**src/rtl/prime_factorizer_if.sv**
```systemverilog
// Start/result handshake between a prime_factorizer and its user.
// The user drives go/n/next; the factorizer answers with status and one factor at a time.
interface prime_factorizer_if #(
  parameter int WIDTH = 16
);
  logic             go;
  logic [WIDTH-1:0] n;
  logic             next;
  logic             ready;
  logic             valid;
  logic             done;
  logic             error;
  logic [WIDTH-1:0] factor;

  modport master (
    output go, n, next,
    input  ready, valid, done, error, factor
  );

  modport slave (
    input  go, n, next,
    output ready, valid, done, error, factor
  );
endinterface

```
**src/rtl/prime_factorizer.sv**
```systemverilog
// Streams the prime factorisation of an unsigned integer in nondecreasing order,
// using trial division by 2, 3, 5, 7, ... through a serial restoring divider.
module prime_factorizer #(
  parameter int WIDTH_LOG = 4
) (
  input  logic               clk,
  input  logic               rst,
  prime_factorizer_if.slave  bus
);
  localparam int WIDTH = 1 << WIDTH_LOG;

  typedef enum logic [2:0] {
    IDLE,
    CHECK,
    DIV,
    EMIT,
    EMIT_LAST
  } state_t;

  state_t               state_q;
  logic                 ready_q;
  logic                 valid_q;
  logic                 done_q;
  logic                 error_q;
  logic [WIDTH-1:0]     factor_q;

  logic [WIDTH-1:0]     m_q;
  logic [WIDTH-1:0]     d_q;
  logic [WIDTH+1:0]     dsq_q;

  logic [WIDTH-1:0]     rem_q;
  logic [WIDTH-1:0]     quot_q;
  logic [WIDTH_LOG-1:0] cnt_q;

  logic [WIDTH:0]       shifted_rem;
  logic [WIDTH:0]       trial_rem;
  logic                 take;
  logic [WIDTH-1:0]     rem_d;
  logic [WIDTH-1:0]     quot_d;
  logic [WIDTH+1:0]     dsq_d;

  // One restoring-division step: shift in the next dividend bit, subtract if it fits.
  // The remainder is always below d, so WIDTH bits hold it between steps.
  always_comb begin
    shifted_rem = {rem_q, quot_q[WIDTH-1]};
    trial_rem   = shifted_rem - {1'b0, d_q};
    take        = (shifted_rem >= {1'b0, d_q});
    rem_d       = take ? trial_rem[WIDTH-1:0] : shifted_rem[WIDTH-1:0];
    quot_d      = {quot_q[WIDTH-2:0], take};
    dsq_d       = dsq_q + {d_q, 2'b00} + (WIDTH+2)'(4);
  end

  always_ff @(posedge clk) begin
    if (rst) begin
      state_q  <= IDLE;
      ready_q  <= 1'b1;
      valid_q  <= 1'b0;
      done_q   <= 1'b0;
      error_q  <= 1'b0;
      factor_q <= '0;
      m_q      <= '0;
      d_q      <= '0;
      dsq_q    <= '0;
      rem_q    <= '0;
      quot_q   <= '0;
      cnt_q    <= '0;
    end else begin
      unique case (state_q)
        IDLE: begin
          if (bus.go) begin
            m_q     <= bus.n;
            done_q  <= (bus.n == WIDTH'(1));
            error_q <= (bus.n == '0);
            if (bus.n > WIDTH'(1)) begin
              d_q     <= WIDTH'(2);
              dsq_q   <= (WIDTH+2)'(4);
              ready_q <= 1'b0;
              state_q <= CHECK;
            end
          end
        end

        CHECK: begin
          // Once d*d exceeds the cofactor, whatever is left is itself prime.
          if (dsq_q > {2'b00, m_q}) begin
            if (m_q == WIDTH'(1)) begin
              done_q  <= 1'b1;
              ready_q <= 1'b1;
              state_q <= IDLE;
            end else begin
              factor_q <= m_q;
              valid_q  <= 1'b1;
              state_q  <= EMIT_LAST;
            end
          end else begin
            rem_q   <= '0;
            quot_q  <= m_q;
            cnt_q   <= '0;
            state_q <= DIV;
          end
        end

        DIV: begin
          rem_q  <= rem_d;
          quot_q <= quot_d;
          cnt_q  <= cnt_q + WIDTH_LOG'(1);
          if (&cnt_q) begin
            if (rem_d == '0) begin
              factor_q <= d_q;
              valid_q  <= 1'b1;
              m_q      <= quot_d;
              state_q  <= EMIT;
            end else begin
              // 2 is the only even trial divisor; (d+2)^2 = d^2 + 4d + 4 otherwise.
              if (d_q == WIDTH'(2)) begin
                d_q   <= WIDTH'(3);
                dsq_q <= (WIDTH+2)'(9);
              end else begin
                d_q   <= d_q + WIDTH'(2);
                dsq_q <= dsq_d;
              end
              state_q <= CHECK;
            end
          end
        end

        EMIT: begin
          if (bus.next) begin
            valid_q <= 1'b0;
            state_q <= CHECK;
          end
        end

        EMIT_LAST: begin
          if (bus.next) begin
            valid_q <= 1'b0;
            done_q  <= 1'b1;
            ready_q <= 1'b1;
            state_q <= IDLE;
          end
        end

        default: state_q <= IDLE;
      endcase
    end
  end

  assign bus.ready  = ready_q;
  assign bus.valid  = valid_q;
  assign bus.done   = done_q;
  assign bus.error  = error_q;
  assign bus.factor = factor_q;

endmodule

```
**src/flat_wrapper.sv**
```systemverilog
// flat-port wrapper written by rule: the top's interface ports become plain ports
module prime_factorizer_flat 
#(
  parameter int WIDTH_LOG = 4
)
  (clk, rst, bus_go, bus_n, bus_next, bus_ready, bus_valid, bus_done, bus_error, bus_factor);
  prime_factorizer_if #(.WIDTH(16)) bus_i ();
  input  logic clk;
  input  logic rst;
  input wire logic [$bits(bus_i.go)-1:0] bus_go;
  input wire logic [$bits(bus_i.n)-1:0] bus_n;
  input wire logic [$bits(bus_i.next)-1:0] bus_next;
  output wire logic [$bits(bus_i.ready)-1:0] bus_ready;
  output wire logic [$bits(bus_i.valid)-1:0] bus_valid;
  output wire logic [$bits(bus_i.done)-1:0] bus_done;
  output wire logic [$bits(bus_i.error)-1:0] bus_error;
  output wire logic [$bits(bus_i.factor)-1:0] bus_factor;
  assign bus_i.go = bus_go;
  assign bus_i.n = bus_n;
  assign bus_i.next = bus_next;
  assign bus_ready = bus_i.ready;
  assign bus_valid = bus_i.valid;
  assign bus_done = bus_i.done;
  assign bus_error = bus_i.error;
  assign bus_factor = bus_i.factor;
  prime_factorizer #(.WIDTH_LOG(WIDTH_LOG)) u_core (.clk(clk), .rst(rst), .bus(bus_i));
endmodule
```
**config.mk**
```make
export PLATFORM = sky130hd
export DESIGN_NAME = prime_factorizer_flat
export DESIGN_NICKNAME = d
export VERILOG_FILES = /design/src/rtl/prime_factorizer_if.sv /design/src/rtl/prime_factorizer.sv /design/src/flat_wrapper.sv
export SDC_FILE = /design/constraint.sdc
export NUM_CORES = 1
export LEC_CHECK = 0
export CORE_UTILIZATION = 30
export CTS_BUF_LIST = sky130_fd_sc_hd__clkbuf_4 sky130_fd_sc_hd__clkbuf_8
export CTS_CLUSTER_DIAMETER = 60
export CTS_CLUSTER_SIZE = 24
export DETAILED_ROUTE_END_ITERATION = 10
export PLACE_DENSITY_LB_ADDON = 0.1
export SLEW_MARGIN = 30
export SYNTH_ARGS = -nofsm -noshare
export SYNTH_HDL_FRONTEND = slang
export SYNTH_SLANG_ARGS = --single-unit
```
**constraint.sdc**
```tcl
create_clock -name clk -period 3.65 [get_ports clk]
set_clock_uncertainty 0.05 [all_clocks]
set_input_delay 0.73 -clock clk [delete_from_list [all_inputs] [get_ports clk]]
set_output_delay 0.73 -clock clk [all_outputs]
set_load 0.05 [all_outputs]
```
==> results of run 1 <==
-- path summary, 6_finish.rpt --
path | endpoint | slack, ps | cells past startpoint
max reg2reg | u_core.dsq_q[10] | 120 | 18
max | u_core.dsq_q[10] | 120 | 18
min | u_core.bus.factor[2] | 410 | 2
min reg2reg | u_core.bus.factor[2] | 410 | 2
-- worst min-delay path: stages (launching register included) --
cell     delay, ps
dfxtp_1        320
nand2_1         50
a21oi_1         50
-- final cells by class --
class | count | area (um^2)
timing repair buffer | 125 | 1190
fill | 2501 | 14700
clock inverter | 6 | 53.8
sequential | 108 | 2170
inverter | 59 | 221
multi-input combinational | 717 | 4870
clock buffer | 10 | 131
tap | 319 | 399
-- cells in the final DEF (no fill, tap or decap), drive strengths merged, types with 4 or more instances in the layout --
master           n
a21o            35
a211oi          50
clkbuf          13
a31oi           13
o21ai           28
nor4            17
nor2b            5
buf             84
xor2             9
nand2           81
and2            22
a21oi           67
nand2b           7
o211ai           7
nand3           17
nand4           19
xnor2           10
nor2           115
and3            15
ha              62
mux2i           40
or3              6
a32o             4
o22ai            5
nor3            21
or2              6
inv             62
o31ai            5
and4             7
clkdlybuf4s50   38
dfxtp          108
-- registers in the layout, indices dropped and copies added, names as in the netlist --
name	flops
u_core.bus.valid	1
u_core.m_q	16
u_core.bus.factor	16
u_core.state_q	3
u_core.d_q	16
u_core.bus.ready	1
u_core.dsq_q	17
u_core.bus.error	1
u_core.bus.done	1
u_core.cnt_q	4
u_core.rem_q	16
u_core.quot_q	16
-- power breakdown --
part           internal [mW]  switching (mW)
Clock                  0.271           0.484
Sequential              1.40           0.243
Combinational           3.13            3.45
Total                   4.80            4.18
-- per-layer routing --
layer  vias up  part of all wire, %  wire (um)  global-route usage [%]
met3        28                  3.3        816                    3.05
met5         -                    0          0                       0
met2       118                   47      11400                    33.0
li1       3549                    -          -                       -
met4         0                  1.7        412                    4.12
met1      3270                   48      11800                    26.1
-- stage by stage --
| stage | setup TNS [ps] | utilization [%] |
|---|---|---|
| 2_1_floorplan | 0 | - |
| 3_3_place_gp | 0 | 36.0 |
| 3_5_place_dp | -556 | 36.0 |
| 4_1_cts | 0 | 36.8 |
| 5_1_grt | -162 | 38.0 |
| 6_report | 0 | 38.0 |
-- logic make-up after synthesis --
family / count (synthesis) / share of synthesized area [%]
AO/OA/AOI/OAI: 250 / 23.2
XOR/XNOR: 19 / 2.26
adder cells (fa/ha/maj): 64 / 11.1
buffers and inverters: 115 / 6.22
flip-flops: 108 / 29.4
multiplexers: 42 / 5.74
AND/OR/NAND/NOR: 342 / 22.2
-- timing repair --
item,in CTS,in global routing
setup buffers,0,12
gates cloned,0,3
gates resized for setup,2,30
endpoints found under the setup margin,35,57
hold buffers,0,0
pin swaps,0,15
==> flow_summary.yaml, run 1 <==
final_layout:
  fin_cells: 1344
  drive_gt1_share_pct: 14.1
  final_net_count: 1104
  diodes: 0
  postLayoutCellArea_um2: 9030
  syn_to_final_growth_pct: 22.6
yosys:
  synth_common_cells: "nor2_1, dfxtp_1, nand2_1, a21oi_1, ha_1"
  synthTopCellsByArea: "dfxtp_1, ha_1, nor2_1"
  yosysTopAreaCell: "dfxtp_1"
  synth.avg_cell_area_um2: 7.83
  yosys.cell_count.top_type: "nor2_1"
  async_reset_ff_share_pct: 0
  synth_cells: 940
  synth_edf_count: 0
  synth_fp_nets: 1024
  synthFlopType: "dfxtp_1"
  synth_area_um2: 7360
  ys_warn_count: 0
  synth_top_area_share_pct: 29.4
  synthDistinctLibCells: 66
  synth_seq_area_share_pct: 29.4
  ys_seq_elements: 108
worst_setup_path:
  worstPathMaxFanout: 5
  start_kind: "register"
  path_delay_family: "compound AO/OA/AOI/OAI gates"
  criticalPathCategory: "reg -> reg"
  cp-end-kind: "register"
  cp_cell_sequence: "inv_1 -> ha_1 -> fa_2 -> nand2b_4 -> a21oi_2 -> buf_4 -> o2111ai_1 -> a31oi_1 -> a31oi_1 -> or3_4 -> o31ai_4 -> buf_6 -> buf_6 -> o22ai_4 -> buf_6 -> clkbuf_16 -> mux2i_1 -> nor2_1"
  crit_slowest_cell: "or3_4"
  r2r_start: "u_core.quot_q[15]"
  worst-path-buf-inv: 6
  required_ps: 3880
  slowest_delay_ps: 370
  critPathArrivalTime_ps: 3760
  crit_path_frequent_cell: "buf_6"
  startpoint: "u_core.quot_q[15]"
floorplanning:
  initial_utilization_pct: 31.0
  die_area_um2: 25200
  die_w_um: 159
  rows: 56
  die_h_um: 159
  coreArea_um2: 23800
  num_io_pins: 40
clock_network:
  insertion_delay_ps: 400
  cts_buffers: 9
  cts-root-buf: "clkbuf_8"
  clock-sinks: 108
  clk_path_buf_depth: 2
  htreeDepth: 3
  cts_tree: "done"
  clkSlewWorstSetupHoldPaths_ps: 110
power_and_ir_drop:
  powerDensity_nw_per_um2: 994
  power.leakage_nw: 3.79
  peakVddDrop_uv: 1610
  power_mw: 8.98
drt:
  first_pass_iters: 4
  drtIter0Drc: 353
  via_per_inst: 5.18
  routedWlPerCell_um: 18.1
  ant_nets: 0
  drc_errors: 0
  drt-total-wl_mm: 24.4
  vias: 6965
placement:
  place_ws_ps: -81.6
  placedCellCount: 1313
  place_area_um2: 8540
  gp_congestion: 0.920
  dp_hpwl_mm: 17.5
  io_buffers: 39
timing:
  setup_viol: 0
  drv_slew: 0
  hold_viol_final: 0
  relSlewSlack_pct: 48.8
  fin_crit_ps: 3530
  worst_slack_ps: 121
  fmaxAchievable_ghz: 0.283
  holdWs_ps: 408
  min_period_over_period_pct: 96.7
  tightestPinTransition_ps: 767
outcome:
  status: "finished clean"
min_path:
  worstHoldStart: "u_core.bus.factor[2]"
  hold_path.class: "reg -> reg"
global_routing:
  antenna_found_initial: 0
  grt_util_all_layers_pct: 19.6
  gr-total-overflow: 0
  grt_pass1_vias: 6694
  grt_pass1_wl_mm: 37.5
  grt_max_degree: 62
run:
  maxCapViolations: 0
Note: power is estimated with default switching activity, not from simulation.
==> run 2, diff against run 1 <==
--- a/config.mk
+++ b/config.mk
@@ -5,11 +5,13 @@
 export SDC_FILE = /design/constraint.sdc
 export NUM_CORES = 1
 export LEC_CHECK = 0
+export ABC_AREA = 1
 export CORE_UTILIZATION = 30
 export CTS_BUF_LIST = sky130_fd_sc_hd__clkbuf_4 sky130_fd_sc_hd__clkbuf_8
 export CTS_CLUSTER_DIAMETER = 60
 export CTS_CLUSTER_SIZE = 24
 export DETAILED_ROUTE_END_ITERATION = 10
+export HOLD_SLACK_MARGIN = 0.08
 export PLACE_DENSITY_LB_ADDON = 0.1
 export SLEW_MARGIN = 30
 export SYNTH_ARGS = -nofsm -noshare
==> run 2 against run 1 <==
Via count is 12% higher. Die area rose by 6.2%. Non-clock buffer count down 51. Count of clock-buffer cells in the layout decreased by 1. Synthesized cell count increased by 35%. Setup slack gained 270 ps. Core utilization decreased by 2.8 points. Highest routed layer unchanged.
==> flow_summary.yaml, run 2 <==
timing:
  min_period_over_period_pct: 89.2
  relSlewSlack_pct: 44.6
  tightestPinTransition_ps: 830
  holdWs_ps: 426
  hold_viol_final: 0
  rsz0062_at_grt: "no"
  setup_viol: 0
  fmaxAchievable_ghz: 0.307
  drv_slew: 0
  worst_slack_ps: 393
  fin_crit_ps: 3260
placement:
  gp_congestion: 0.845
  io_buffers: 39
  placedCellCount: 1628
  dp_hpwl_mm: 19.3
  place_ws_ps: -24.0
final_layout:
  regMostFlops: "u_core.dsq_q"
  diodes: 0
  fillers: 2895
  final_cell_mix: "nand2_1, nor2_1, inv_1"
  final_net_count: 1399
  fin_cells: 1650
  final_common_cell: "nand2_1"
  drive_gt1_share_pct: 5.91
  largest_reg_flops: 17
  syn_to_final_growth_pct: 14.4
drt:
  first_pass_iters: 5
  ant_nets: 0
  drt-total-wl_mm: 25.4
  drtIter0Drc: 483
  routedWlPerCell_um: 15.4
  via_per_inst: 4.74
  drc_errors: 0
  vias: 7815
worst_setup_path:
  worst-path-buf-inv: 3
  rr_worst_depth: 19
  slowest_delay_ps: 410
  critical_path_depth: 19
  crit_end: "u_core.d_q[14]"
  crit_path_frequent_cell: "nand2_1"
  rr_endpoint: "u_core.d_q[14]"
  r2r_start: "u_core.quot_q[15]"
  cp_cell_sequence: "inv_1 -> ha_1 -> fa_1 -> inv_1 -> nand3_1 -> nand3_1 -> nand3_1 -> nand4_1 -> nand2_1 -> nand2_1 -> nand2_1 -> nor2_1 -> nand2_1 -> nor2_2 -> nand3_2 -> nand2_4 -> clkinvlp_4 -> nor2_1 -> nor2_1"
  startpoint: "u_core.quot_q[15]"
  start_kind: "register"
  path_delay_family: "simple AND/OR/NAND/NOR gates"
  required_ps: 3900
  worstPathMaxFanout: 10
  cp-end-kind: "register"
  rrSetupSlack_ps: 390
  critPathArrivalTime_ps: 3510
  crit_slowest_cell: "fa_1"
  criticalPathCategory: "reg -> reg"
clock_network:
  insertion_delay_ps: 410
  cts-root-buf: "clkbuf_8"
  cts_tree: "done"
  cts_buffers: 9
  clk_path_buf_depth: 2
  ctsHoldBuffers: 0
  htreeDepth: 3
  clock-sinks: 108
  clkSlewWorstSetupHoldPaths_ps: 110
yosys:
  synth_edf_count: 0
  ys_seq_elements: 108
  synth_top_area_share_pct: 27.6
  yosysTopAreaCell: "dfxtp_1"
  synth_seq_area_share_pct: 27.6
  synth_fp_nets: 1354
  synthDistinctLibCells: 39
  synth_common_cells: "nand2_1, nor2_1, inv_1, dfxtp_1, nand3_1"
  synthFlopType: "dfxtp_1"
  async_reset_ff_share_pct: 0
  ys_warn_count: 0
  yosys.cell_count.top_type: "nand2_1"
  synth_area_um2: 7820
  synthTopCellsByArea: "dfxtp_1, nand2_1, ha_1"
  synth.avg_cell_area_um2: 6.16
  synth_cells: 1270
global_routing:
  gr-total-overflow: 0
  grt_max_degree: 69
  grt_pass1_wl_mm: 40.5
  grt_util_all_layers_pct: 19.5
  antenna_found_initial: 0
  grt_pass1_vias: 7480
floorplanning:
  die_w_um: 163
  num_io_pins: 40
  coreArea_um2: 25400
  rows: 58
  initial_utilization_pct: 30.8
  die_h_um: 163
  die_area_um2: 26700
min_path:
  hold_path.class: "reg -> reg"
  worstHoldStart: "u_core.cnt_q[3]"
power_and_ir_drop:
  peakVddDrop_uv: 351
  powerDensity_nw_per_um2: 880
  power.leakage_nw: 4.14
  power_mw: 7.88
outcome:
  status: "finished clean"
run:
  maxCapViolations: 0
[run 2: changes by cell type in the layout (fill, tap and decap cells not counted), moves of 43 or more]
cell	before	now
nand2_1	81	353
nand3_1	17	75
o21ai_0	26	69
a211oi_1	49	0
inv_1	56	169
nor2_1	115	173
[run 2: power breakdown]
group	internal (mW)	total, mW	switching (mW)
Clock	0.268	0.759	0.491
Sequential	1.51	1.77	0.259
Combinational	1.76	5.35	3.59
[run 2: how the worst min path moves through the flow]
| stage | depth (start not counted) | end |
|---|---|---|
| floorplan | 2 | u_core.cnt_q[3] |
| global placement | 2 | u_core.cnt_q[3] |
| detailed placement | 2 | u_core.cnt_q[3] |
| CTS | 2 | u_core.cnt_q[3] |
| global route | 2 | u_core.cnt_q[3] |
| finish | 2 | u_core.cnt_q[3] |
[run 2: metrics by stage]
step	TNS, ps	instance area, um^2	utilization, %
finish	0	8950	35.2
floorplan	0	7820	-
global route	0	8950	35.2
CTS	0	8870	34.9
detailed placement	-24.0	8680	34.2
global placement	0	8670	34.1
[run 2: cell families after synthesis]
group / share of synthesized area (%)
AO/OA/AOI/OAI: 11.3
XOR/XNOR: 2.35
adder cells (fa/ha/maj): 10.4
buffers and inverters: 11.1
flip-flops: 27.6
AND/OR/NAND/NOR: 37.3
[run 2: worst reg2reg max path, stage by stage, from the launching register on]
cell        delay (ps)
dfxtp_1            400
inv_1               70
ha_1               220
fa_1               410
inv_1              180
nand3_1             90
nand3_1            160
nand3_1            160
nand4_1            110
nand2_1            100
nand2_1             70
nand2_1             70
nor2_1             110
nand2_1             70
nor2_2             110
nand3_2            100
nand2_4            180
clkinvlp_4         280
nor2_1             160
nor2_1              60
[run 2: layout make-up]
cell class	instances	area, um^2	area share (%)
clock buffer	9	124	1.38
timing repair buffer	74	664	7.42
clock inverter	7	63.8	0.713
multi-input combinational	942	4830	54.0
timing repair inverter	2	15.0	0.168
inverter	178	674	7.53
tap	330	413	4.61
sequential	108	2170	24.2
[run 2: repair_timing]
| action | CTS | global route |
|---|---|---|
| resized for setup | 2 | 9 |
| setup endpoints to repair | 1 | 61 |
| cloned | 0 | 3 |
| setup buffers | 0 | 3 |
| pin swaps | 0 | 2 |
[run 2: routing by layer]
| metal | wire length [um] | up-vias | GRT usage [%] |
|---|---|---|---|
| met3 | 757 | 24 | 2.16 |
| met2 | 11600 | 111 | 32.0 |
| met5 | 0 | - | 0 |
| met1 | 12600 | 3521 | 26.8 |
| met4 | 469 | 0 | 5.39 |
| li1 | - | 4159 | - |
